$ cat src/rtl/i2c_target_rw.sv
// I2C target with write/read transfers, repeated START, address masking, optional SCL stretching.
// Latency: SYNC_DEPTH clk from pad edge to detect, all outputs registered one cycle later.
// Backpressure: read data via tx_valid/tx_ready; STRETCH_EN=1 holds SCL low until a byte is accepted.
module i2c_target_rw #(
    parameter logic [6:0] I2C_ADDR   = 7'h28,
    parameter logic [6:0] ADDR_MASK  = 7'h7F,
    parameter int         SYNC_DEPTH = 3,
    parameter bit         STRETCH_EN = 1'b1
) (
    input  logic       clk,
    input  logic       rst_n,
    input  logic       scl_in,
    input  logic       sda_in,
    output logic       scl_oe,
    output logic       sda_oe,
    output logic [7:0] rx_byte,
    output logic       rx_valid,
    output logic       rx_first,
    input  logic [7:0] tx_byte,
    input  logic       tx_valid,
    output logic       tx_ready,
    output logic       tx_underrun,
    output logic       bus_active,
    output logic       addressed,
    output logic       rd_mode
);
    typedef enum logic [2:0] {IDLE, ADDR, AACK, WDATA, WACK, RDATA, RACK, IGNORE} state_t;

    state_t                state;
    logic [SYNC_DEPTH-1:0] scl_sync;
    logic [SYNC_DEPTH-1:0] sda_sync;
    logic [7:0]            shreg;
    logic [3:0]            bit_cnt;
    logic                  first_arm;
    logic                  scl_rel;
    logic                  got_ack;

    logic scl_lvl, sda_lvl, scl_rise, scl_fall, sda_rise, sda_fall;
    logic start_det, stop_det, addr_match;

    assign scl_lvl    = scl_sync[SYNC_DEPTH-1];
    assign sda_lvl    = sda_sync[SYNC_DEPTH-1];
    assign scl_rise   = ~scl_sync[SYNC_DEPTH-1] &  scl_sync[SYNC_DEPTH-2];
    assign scl_fall   =  scl_sync[SYNC_DEPTH-1] & ~scl_sync[SYNC_DEPTH-2];
    assign sda_rise   = ~sda_sync[SYNC_DEPTH-1] &  sda_sync[SYNC_DEPTH-2];
    assign sda_fall   =  sda_sync[SYNC_DEPTH-1] & ~sda_sync[SYNC_DEPTH-2];
    assign start_det  = sda_fall & scl_lvl;
    assign stop_det   = sda_rise & scl_lvl;
    assign addr_match = ((shreg[7:1] & ADDR_MASK) == (I2C_ADDR & ADDR_MASK));

    always_ff @(posedge clk or negedge rst_n) begin
        if (!rst_n) begin
            state       <= IDLE;
            scl_sync    <= '1;
            sda_sync    <= '1;
            shreg       <= 8'h00;
            bit_cnt     <= 4'd0;
            first_arm   <= 1'b0;
            scl_rel     <= 1'b0;
            got_ack     <= 1'b0;
            scl_oe      <= 1'b0;
            sda_oe      <= 1'b0;
            rx_byte     <= 8'h00;
            rx_valid    <= 1'b0;
            rx_first    <= 1'b0;
            tx_ready    <= 1'b0;
            tx_underrun <= 1'b0;
            bus_active  <= 1'b0;
            addressed   <= 1'b0;
            rd_mode     <= 1'b0;
        end else begin
            scl_sync    <= {scl_sync[SYNC_DEPTH-2:0], scl_in};
            sda_sync    <= {sda_sync[SYNC_DEPTH-2:0], sda_in};
            rx_valid    <= 1'b0;
            tx_underrun <= 1'b0;
            // Bus conditions override every edge event, including a pending tx transfer.
            if (stop_det || start_det) begin
                state      <= stop_det ? IDLE : ADDR;
                bus_active <= start_det;
                bit_cnt    <= 4'd0;
                addressed  <= 1'b0;
                rd_mode    <= 1'b0;
                scl_oe     <= 1'b0;
                sda_oe     <= 1'b0;
                tx_ready   <= 1'b0;
                scl_rel    <= 1'b0;
                got_ack    <= 1'b0;
            end else begin
                case (state)
                    ADDR: begin
                        if (scl_rise && bit_cnt != 4'd8) begin
                            shreg   <= {shreg[6:0], sda_lvl};
                            bit_cnt <= bit_cnt + 4'd1;
                        end else if (scl_fall && bit_cnt == 4'd8) begin
                            if (addr_match) begin
                                sda_oe    <= 1'b1;
                                addressed <= 1'b1;
                                rd_mode   <= shreg[0];
                                state     <= AACK;
                            end else begin
                                state <= IGNORE;
                            end
                        end
                    end
                    AACK: begin
                        if (scl_fall) begin
                            sda_oe <= 1'b0;
                            if (rd_mode) begin
                                state    <= RDATA;
                                tx_ready <= 1'b1;
                                scl_oe   <= STRETCH_EN;
                            end else begin
                                state     <= WDATA;
                                bit_cnt   <= 4'd0;
                                first_arm <= 1'b1;
                            end
                        end
                    end
                    WDATA: begin
                        if (scl_rise && bit_cnt != 4'd8) begin
                            shreg   <= {shreg[6:0], sda_lvl};
                            bit_cnt <= bit_cnt + 4'd1;
                            if (bit_cnt == 4'd7) begin
                                rx_byte   <= {shreg[6:0], sda_lvl};
                                rx_valid  <= 1'b1;
                                rx_first  <= first_arm;
                                first_arm <= 1'b0;
                            end
                        end else if (scl_fall && bit_cnt == 4'd8) begin
                            sda_oe <= 1'b1;
                            state  <= WACK;
                        end
                    end
                    WACK: begin
                        if (scl_fall) begin
                            sda_oe  <= 1'b0;
                            bit_cnt <= 4'd0;
                            state   <= WDATA;
                        end
                    end
                    RDATA: begin
                        if (tx_ready) begin
                            // Without stretching the byte must be taken now; an empty slot reads as 0xFF.
                            if (tx_valid || !STRETCH_EN) begin
                                shreg       <= tx_valid ? tx_byte : 8'hFF;
                                sda_oe      <= tx_valid ? ~tx_byte[7] : 1'b0;
                                tx_underrun <= ~tx_valid;
                                tx_ready    <= 1'b0;
                                bit_cnt     <= 4'd1;
                                scl_rel     <= STRETCH_EN;
                            end
                        end else begin
                            if (scl_rel) begin
                                scl_oe  <= 1'b0;
                                scl_rel <= 1'b0;
                            end
                            if (scl_fall) begin
                                if (bit_cnt == 4'd8) begin
                                    sda_oe  <= 1'b0;
                                    got_ack <= 1'b0;
                                    state   <= RACK;
                                end else begin
                                    shreg   <= {shreg[6:0], 1'b0};
                                    sda_oe  <= ~shreg[6];
                                    bit_cnt <= bit_cnt + 4'd1;
                                end
                            end
                        end
                    end
                    RACK: begin
                        if (scl_rise) begin
                            if (sda_lvl) state <= IGNORE;
                            else         got_ack <= 1'b1;
                        end else if (scl_fall && got_ack) begin
                            state    <= RDATA;
                            tx_ready <= 1'b1;
                            scl_oe   <= STRETCH_EN;
                        end
                    end
                    default: begin
                        scl_oe <= 1'b0;
                        sda_oe <= 1'b0;
                    end
                endcase
            end
        end
    end
endmodule

$ cat config.mk
export PLATFORM = sky130hd
export DESIGN_NAME = i2c_target_rw
export DESIGN_NICKNAME = d
export VERILOG_FILES = /design/src/rtl/i2c_target_rw.sv
export SDC_FILE = /design/constraint.sdc
export NUM_CORES = 1
export LEC_CHECK = 0
export BUFFER_PORTS_ARGS = -buffer_cell sky130_fd_sc_hd__buf_2
export CAP_MARGIN = 10
export CELL_PAD_IN_SITES_DETAIL_PLACEMENT = 0
export CELL_PAD_IN_SITES_GLOBAL_PLACEMENT = 1
export CORE_MARGIN = 1.5
export CORE_UTILIZATION = 48
export CTS_CLUSTER_SIZE = 12
export DETAILED_ROUTE_END_ITERATION = 10
export PLACE_DENSITY_LB_ADDON = 0.12
export REMOVE_ABC_BUFFERS = 1
export SETUP_SLACK_MARGIN = 0.15
export SLEW_MARGIN = 20
export SYNTH_ARGS = -nofsm -noshare
export SYNTH_HDL_FRONTEND = slang
export SYNTH_SLANG_ARGS = --single-unit
$ cat constraint.sdc
create_clock -name clk -period 5.5 [get_ports clk]
set_input_delay 0.825 -clock clk [delete_from_list [all_inputs] [get_ports clk]]
set_output_delay 0.825 -clock clk [all_outputs]
set_load 0.005 [all_outputs]
==> results of run 1 <==
==> state kept, by name, indices dropped and copies added, names as in the netlist, 3 cells and up <==
signal / flops
state: 3
shreg: 8
scl_sync: 3
sda_sync: 3
bit_cnt: 4
rx_byte: 8
==> where the power goes <==
part           leakage, nW  internal, mW  total (mW)  switching, mW
clock network       0.0445         0.102       0.202          0.100
logic                0.566         0.152       0.329          0.178
registers            0.518         0.348       0.455          0.107
total                 1.13         0.601       0.986          0.385
==> layout by cell type (no fill, tap or decap), types with 2 or more instances in the layout <==
master / count
o211a_1: 2
mux2_1: 2
ha_1: 2
inv_1: 6
nand3b_1: 4
nand3_1: 3
or3_1: 3
nor2_1: 13
nor4b_1: 4
a221oi_1: 2
buf_2: 28
o211ai_1: 4
a31oi_1: 4
dfstp_2: 6
nor3b_1: 3
and2b_1: 2
and3_1: 2
nand2b_1: 2
nor2b_1: 5
and4b_1: 2
mux2_2: 7
mux2i_1: 10
nor3_1: 4
clkbuf_8: 6
o21ai_0: 15
nand2_1: 22
dfrtp_1: 34
o21ai_1: 2
a21oi_1: 10
a32oi_1: 2
and3b_1: 2
==> cell type report <==
class / instances / area, µm² / share of cell area
Clock buffer: 7 / 86.3 / 0.0359
Clock inverter: 1 / 7.51 / 0.00312
Multi-Input combinational cell: 156 / 1080 / 0.448
Tap cell: 52 / 65.1 / 0.0270
Timing Repair Buffer: 28 / 140 / 0.0582
Inverter: 6 / 22.5 / 0.00936
Sequential cell: 40 / 1010 / 0.419
==> cells in the mapped netlist (2+ instances only) <==
cell and n:
and3_1 2, ha_1 2, and3b_1 2, nor4b_1 4, o21ai_0 15, a21oi_1 10, and2b_1 2, nand2b_1 2
mux2_2 7, nor3b_1 3, o21ai_1 2, a221oi_1 2, buf_2 4, or3_1 3, nor2b_1 5, o211a_1 2
dfstp_2 6, inv_1 6, nor3_1 4, buf_4 3, o211ai_1 4, nand3b_1 4, and4b_1 2, dfrtp_1 34
nand2_1 22, mux2_1 2, mux2i_1 10, nor2_1 13, a31oi_1 4, nand3_1 3, a32oi_1 2, clkbuf_1 5
==> kinds of logic (layout without fill, tap and decap cells) <==
logic type	count (synthesis)	in the layout	synth area share
compound gates	54	54	0.171
xor+xnor	2	2	0.00808
fa+ha+maj	3	3	0.0162
buf+inv	19	42	0.0404
flops	40	40	0.465
mux	19	19	0.0930
other cells	1	1	0.00173
simple gates	77	77	0.204
==> layer usage <==
layer	wire length, µm	global-route usage
met1	2160	0.277
met2	2410	0.356
met3	203	0.0462
met4	61	0.0641
met5	0	0
==> worst max-delay path, stage by stage, from the launching register on <==
cell	delay [ns]
dfrtp_1	0.76
nor2b_1	0.25
nand2_1	0.14
nor4_4	0.65
mux2_2	0.42
==> how the worst min path moves through the flow <==
stage	start	to	slack [ns]	depth (start not counted)
6_report	sda_sync[0]$_DFF_PN1_	sda_sync[1]$_DFF_PN1_	0.36	0
5_1_grt	sda_sync[0]$_DFF_PN1_	sda_sync[1]$_DFF_PN1_	0.36	0
4_1_cts	sda_sync[0]$_DFF_PN1_	sda_sync[1]$_DFF_PN1_	0.36	0
3_5_place_dp	sda_sync[0]$_DFF_PN1_	sda_sync[1]$_DFF_PN1_	0.35	0
3_3_place_gp	scl_sync[0]$_DFF_PN1_	scl_sync[1]$_DFF_PN1_	0.35	0
2_1_floorplan	scl_sync[0]$_DFF_PN1_	scl_sync[1]$_DFF_PN1_	0.35	0
==> flow_metrics.tcl, run 1 <==
set metrics [dict create \
    coreArea_um2 4350 \
    hold_buffers 0 \
    clock_sinks 40 \
    cp-end-kind "register" \
    finalSetupTns_ns 0 \
    maxCapViolations 0 \
    min_period_over_period 0.424 \
    clk_pin_slew_worst_paths_ns 0.08 \
    yosysTopAreaCellShare 0.393 \
    postPlaceCellArea_um2 2310 \
    postLayoutCoreUtil 0.553 \
    crit_fanout 23 \
    antenna_cells 0 \
    setup_viol 0 \
    dieArea_um2 4930 \
    h-tree-depth 2 \
    slew_headroom 0.414 \
    grt_usage 0.213 \
    synth_edf_count 0 \
    r2r_end "rx_byte[7]$_DFFE_PN0P_" \
    drv_slew 0 \
    rsz0062_at_grt "no" \
    hpwl_um 3330 \
    pre_cts_slack_ns 3.00 \
    cts_tree "built" \
    start_util 0.498 \
    p_per_area_nw_per_um2 410 \
    final_cells 290 \
    area_delta_synth_final_pct 11.1 \
    fin_ws_ns 3.17 \
    cp_data_required_time_ns 5.68 \
    r2r_slack_ns 3.17 \
    die_w_um 70.2 \
    drc 0 \
    vias 1734 \
    power.total_mw 0.986 \
    crit_path_start "state[0]$_DFFE_PN0P_" \
    routed_wl_um 4840 \
    whs_ns 0.358 \
    syn-cell-area_um2 2170 \
    synth_seq_cells 40 \
    path_class "reg2reg" \
    synth_ff_type "dfrtp_1" \
    nets 252 \
    wire_per_inst_um 16.7 \
    clock_latency_ns 0.29 \
    cts.path.max_buffers 2 \
    period_minus_slack_ns 2.33 \
    fin_area_um2 2410 \
    cts_root_buf "clkbuf_8" \
    synth.area.top_cells "dfrtp_1 39%, dfstp_2 7.3%, mux2i_1 4.6%, nand2_1 3.8%, mux2_2 3.6%" \
    cts_resized 0 \
    timing.fmax_ghz 0.429 \
    grt_pass1_wl_um 8200 \
    place.gp.congestion 0.864 \
    status "complete, no violations" \
    crit_path_start_kind "register" \
    drive_above_1_share 0.227 \
    hold_viol_final 0 \
    numCtsBuffers 5 \
    io_pins 30 \
    rows 24 \
    drt_iter0_markers 132 \
    cts_setup_buffers 0 \
    worstPathArrival_ns 2.51 \
    grt_antenna_before_repair 0 \
    dp_cells 282 \
    worst_slew_pin_slew_ns 0.879 \
    ir_drop_uv 184 \
    grt_pass1_vias 1699 \
    reg2regPathDepth 4 \
    antenna_left 0 \
    synth_cell_types 56 \
    async_flop_share 1.00 \
    crit_end "rx_byte[7]$_DFFE_PN0P_" \
    viasPerCell 5.98 \
    yosysWarnings 0 \
    dieHeight_um 70.2 \
    overflow 0 \
    first_pass_iters 4 \
    holdCritPathClass "reg2reg" \
    syn_area_per_cell_um2 10.1 \
    synth_top_area_cell "dfrtp_1" \
    skew_ns 0.00491 \
    grt_max_degree 41 \
    syn_inst 215 \
    synth_seq_area_share 0.465 \
    power.leakage_nw 1.13 \
    portBuffers 28 \
    regToRegStartpoint "state[0]$_DFFE_PN0P_" \
    fillers 389 \
]
Note: power is estimated with default switching activity, not from simulation.
==> inputs of run 2 (changes only) <==
--- a/config.mk
+++ b/config.mk
@@ -10,7 +10,7 @@
 export CELL_PAD_IN_SITES_DETAIL_PLACEMENT = 0
 export CELL_PAD_IN_SITES_GLOBAL_PLACEMENT = 1
 export CORE_MARGIN = 1.5
-export CORE_UTILIZATION = 48
+export CORE_UTILIZATION = 44
 export CTS_CLUSTER_SIZE = 12
 export DETAILED_ROUTE_END_ITERATION = 10
 export PLACE_DENSITY_LB_ADDON = 0.12
==> constraint.sdc (replaced) <==
create_clock -name clk -period 2.2 [get_ports clk]
set_input_delay 0.33 -clock clk [delete_from_list [all_inputs] [get_ports clk]]
set_output_delay 0.33 -clock clk [all_outputs]
set_load 0.005 [all_outputs]
==> run 2 against run 1 <==
Against the previous run: clock-buffer cell count fell by 2; sequential power rose by 140%; combinational power rose to 3.2 times the previous value; highest routed layer unchanged; critical endpoint is now bit_cnt[1]$_DFFE_PN0P_.
==> flow_metrics.tcl, run 2 (synthesis results as in run 1) <==
set metrics [dict create \
    rows 25 \
    grt_antenna_before_repair 0 \
    switching_share 0.376 \
    postLayoutCoreUtil 0.559 \
    dieHeight_um 73.2 \
    grt_usage 0.212 \
    power.internal_mw 1.73 \
    antenna_cells 0 \
    hold_viol_final 0 \
    clockPowerShare 0.225 \
    path_cells "or4bb_1, a21oi_2, o32ai_2, or3_1, a21oi_1" \
    power.leakage_nw 1.24 \
    drt_iter0_markers 116 \
    p_per_area_nw_per_um2 1050 \
    dp_cells 312 \
    die_w_um 73.2 \
    clock_latency_ns 0.30 \
    critical-path-top-delay-family "simple AND/OR/NAND/NOR gates" \
    max_stage_delay_ns 0.58 \
    worst_slew_pin_slew_ns 0.857 \
    crit_buf_inv 0 \
    worstPathArrival_ns 2.23 \
    slew_headroom 0.428 \
    min_period_over_period 0.910 \
    ir_drop_uv 420 \
    numCtsBuffers 5 \
    setup_viol 0 \
    postPlaceCellArea_um2 2440 \
    io_pins 30 \
    final_cells 326 \
    antenna_left 0 \
    path_class "reg2reg" \
    power.total_mw 2.77 \
    nets 273 \
    maxCapViolations 0 \
    cts_tree "built" \
    clk_pin_slew_worst_paths_ns 0.09 \
    final_cell_mix "32 x dfrtp_1, 28 x buf_2, 22 x nand2_1" \
    whs_ns 0.122 \
    finalSetupTns_ns 0 \
    layout_commonest_cell "dfrtp_1" \
    reg_top3 "rx_byte: 8 flops, shreg: 8 flops, bit_cnt: 4 flops" \
    status "complete, no violations" \
    area_delta_synth_final_pct 21.8 \
    fin_area_um2 2640 \
    routed_wl_um 5220 \
    cp_data_required_time_ns 2.43 \
    cts_root_buf "clkbuf_8" \
    viasPerCell 5.51 \
    cts.path.max_buffers 2 \
    period_minus_slack_ns 2.00 \
    holdCritPathClass "in2reg" \
    h-tree-depth 2 \
    fin_ws_ns 0.198 \
    overflow 0 \
    timing.fmax_ghz 0.500 \
    pre_cts_slack_ns 0.108 \
    clock_sinks 40 \
    first_pass_iters 4 \
    dieArea_um2 5360 \
    vias 1796 \
    power_frac_seq 0.392 \
    grt_max_degree 41 \
    wire_per_inst_um 16.0 \
    combPwrFrac 0.383 \
    fillers 433 \
    place.gp.congestion 0.924 \
    p_switching_mw 1.04 \
    drv_slew 0 \
    cp-end-kind "register" \
    crit_path_start_kind "register" \
    hpwl_um 3790 \
    crit_fanout 7 \
    hold_buffers 0 \
    multi_input_area_um2 1110 \
    portBuffers 28 \
    rsz0062_at_grt "yes" \
    regArea_um2 1010 \
    grt_pass1_vias 1731 \
    drc 0 \
    skew_ns 0.00699 \
    slowest_stage "dfstp_2" \
    start_util 0.459 \
    drive_above_1_share 0.332 \
    coreArea_um2 4720 \
    grt_pass1_wl_um 8590 \
]
-- run 2: cell types whose count changed in the layout (fill, tap and decap cells not counted), sizes merged --
cell	delta
buf	+21
clkbuf	-2
inv	+1
bufinv	+1
-- run 2: path summary, 6_finish.rpt --
| kind | to | startpoint | slack [ns] | cells after the start |
|---|---|---|---|---|
| setup / recovery | bit_cnt[1]$_DFFE_PN0P_ | scl_sync[2]$_DFF_PN1_ | 0.20 | 5 |
| hold / removal | sda_sync[0]$_DFF_PN1_ | sda_in | 0.12 | 1 |
| setup reg to reg | bit_cnt[1]$_DFFE_PN0P_ | scl_sync[2]$_DFF_PN1_ | 0.20 | 5 |
| hold reg to reg | scl_sync[1]$_DFF_PN1_ | scl_sync[0]$_DFF_PN1_ | 0.37 | 0 |
| max in group asynchronous | state[2]$_DFFE_PN0P_ | rst_n | 1.48 | 1 |
| min in group asynchronous | rx_byte[0]$_DFFE_PN0P_ | rst_n | 0.14 | 1 |
-- run 2: power by group through the flow --
stage | combinational [mW] | sequential [mW] | clock, mW
floorplan | 0.636 | 1.07 | 0
detailed placement | 0.963 | 1.08 | 0
global placement | 0.955 | 1.07 | 0
CTS | 0.974 | 1.07 | 0.636
finish | 1.06 | 1.09 | 0.624
global route | 1.17 | 1.11 | 0.667
-- run 2: area by class of cell --
class	count	area share
clock buffer	5	0.0261
clock inverter	3	0.0175
inverter	6	0.00853
tap	67	0.0318
timing repair buffer	49	0.113
sequential	40	0.383
multi-input combinational	156	0.420
-- run 2: timing repair --
item	4_1_cts	5_1_grt
setup buffers	3	3
gates cloned	0	0
endpoints found under the setup margin	3	20
gates resized for setup	2	11
pin swaps	0	5
-- run 2: layer usage --
metal	GRT usage	vias up	routed length, µm
li1	-	875	-
met1	0.287	879	2450
met2	0.344	34	2550
met3	0.0359	8	142
met4	0.0713	0	80
met5	0	-	0
==> inputs of run 3 (changes only) <==
--- a/config.mk
+++ b/config.mk
@@ -10,7 +10,8 @@
 export CELL_PAD_IN_SITES_DETAIL_PLACEMENT = 0
 export CELL_PAD_IN_SITES_GLOBAL_PLACEMENT = 1
 export CORE_MARGIN = 1.5
-export CORE_UTILIZATION = 44
+export CORE_UTILIZATION = 46
+export CTS_BUF_LIST = sky130_fd_sc_hd__clkbuf_8
 export CTS_CLUSTER_SIZE = 12
 export DETAILED_ROUTE_END_ITERATION = 10
 export PLACE_DENSITY_LB_ADDON = 0.12
==> run 3 against run 2 <==
Against the previous run: critical path depth grew 2; routed wire length shrank 5.2%; setup slack lost 0.0020 ns; flip-flop and latch count is the same; first-iteration DRC count grew 28%; sequential power is essentially flat; clock-buffer cell count grew 1; total power shrank 4.5%; critical path type unchanged; largest cell class unchanged; largest power group unchanged.
==> flow_metrics.tcl, run 3 (synthesis results as in run 1) <==
set metrics [dict create \
    status "complete, no violations" \
    portBuffers 28 \
    clk_pin_slew_worst_paths_ns 0.08 \
    first_pass_iters 6 \
    rsz0062_at_grt "yes" \
    cts.path.max_buffers 2 \
    cts_root_buf "clkbuf_8" \
    start_util 0.488 \
    nets 267 \
    multi_input_area_um2 1110 \
    dieArea_um2 5130 \
    hold_viol_final 0 \
    dieHeight_um 71.6 \
    worst_slew_pin_slew_ns 0.851 \
    min_period_over_period 0.911 \
    grt_pass1_vias 1776 \
    drt_iter0_markers 149 \
    layout_commonest_cell "dfrtp_1" \
    coreArea_um2 4440 \
    maxCapViolations 0 \
    drc 0 \
    ir_drop_uv 482 \
    area_delta_synth_final_pct 18.2 \
    overflow 0 \
    holdCritPathClass "in2async" \
    cts_tree "built" \
    hpwl_um 3450 \
    grt_usage 0.204 \
    fin_area_um2 2560 \
    grt_antenna_before_repair 0 \
    vias 1784 \
    power.leakage_nw 1.21 \
    drv_slew 0 \
    reg_top3 "rx_byte: 8 flops, shreg: 8 flops, bit_cnt: 4 flops" \
    period_minus_slack_ns 2.00 \
    clock_sinks 40 \
    max_stage_delay_ns 0.42 \
    skew_ns 0.0117 \
    wire_per_inst_um 16.2 \
    regArea_um2 1010 \
    drive_above_1_share 0.304 \
    finalSetupTns_ns 0 \
    p_per_area_nw_per_um2 1030 \
    io_pins 30 \
    r2r_slack_ns 0.20 \
    critical-path-top-delay-family "compound AO/OA/AOI/OAI gates" \
    h-tree-depth 2 \
    setup_viol 0 \
    worstPathArrival_ns 2.21 \
    slew_headroom 0.433 \
    grt_pass1_wl_um 8290 \
    antenna_cells 0 \
    crit_buf_inv 1 \
    routed_wl_um 4950 \
    grt_max_degree 41 \
    crit_path_start_kind "register" \
    path_cells "inv_2, ha_1, and3b_2, a32oi_1, a311o_1, a2111o_1, a31oi_1" \
    die_w_um 71.6 \
    timing.fmax_ghz 0.499 \
    crit_fanout 5 \
    cp-end-kind "register" \
    numCtsBuffers 5 \
    antenna_left 0 \
    slowest_stage "dfrtp_1" \
    clock_latency_ns 0.29 \
    final_cell_mix "31 x dfrtp_1, 28 x buf_2, 22 x nand2_1" \
    postPlaceCellArea_um2 2380 \
    cp_data_required_time_ns 2.40 \
    viasPerCell 5.85 \
    fillers 406 \
    rows 24 \
    path_class "reg2reg" \
    place.gp.congestion 0.953 \
]
-- run 3: final cells by class --
type,instances,share of cell area
Multi-Input combinational cell,156,0.435
Sequential cell,40,0.395
Timing Repair Buffer,43,0.0987
Clock buffer,6,0.0322
Tap cell,52,0.0254
Inverter,6,0.00879
Clock inverter,2,0.00440
-- run 3: stage by stage --
step           hold WS [ns]  setup WS, ns  power (mW)  instances  utilization
3_3_place_gp          0.347         0.179        1.98        292        0.536
6_report              0.137         0.196        2.65        305        0.576
5_1_grt               0.126         0.125        2.83        305        0.576
3_5_place_dp          0.348         0.179        2.02        292        0.536
2_1_floorplan        0.0344         0.223        1.70        202            -
4_1_cts               0.128         0.150        2.54        301        0.559
-- run 3: path summary, 6_finish.rpt --
path                                         from  depth (start not counted)                    end
min                                         rst_n                          1   tx_ready$_DFFE_PN0P_
max in group asynchronous                   rst_n                          1   state[1]$_DFFE_PN0P_
min reg2reg                 sda_sync[0]$_DFF_PN1_                          0  sda_sync[1]$_DFF_PN1_
min in group clk                           scl_in                          1  scl_sync[0]$_DFF_PN1_
max reg2reg                bit_cnt[0]$_DFFE_PN0P_                          7   state[2]$_DFFE_PN0P_
max                        bit_cnt[0]$_DFFE_PN0P_                          7   state[2]$_DFFE_PN0P_
-- run 3: what timing repair did --
item	CTS	global route
pin swaps	0	3
buffers inserted	1	4
hold buffers	0	0
setup endpoints to repair	1	19
resized for setup	0	12
-- run 3: power breakdown --
group	leakage (nW)	switching, mW	internal [mW]
registers	0.514	0.212	0.877
logic	0.643	0.559	0.497
clock network	0.0486	0.253	0.250
-- run 3: metal layers --
| metal | part of all wire | vias to the layer above | GRT usage |
|---|---|---|---|
| li1 | - | 858 | - |
| met5 | 0 | - | 0 |
| met3 | 0.036 | 6 | 0.0394 |
| met4 | 0.016 | 0 | 0.0671 |
| met1 | 0.46 | 874 | 0.281 |
| met2 | 0.48 | 46 | 0.326 |
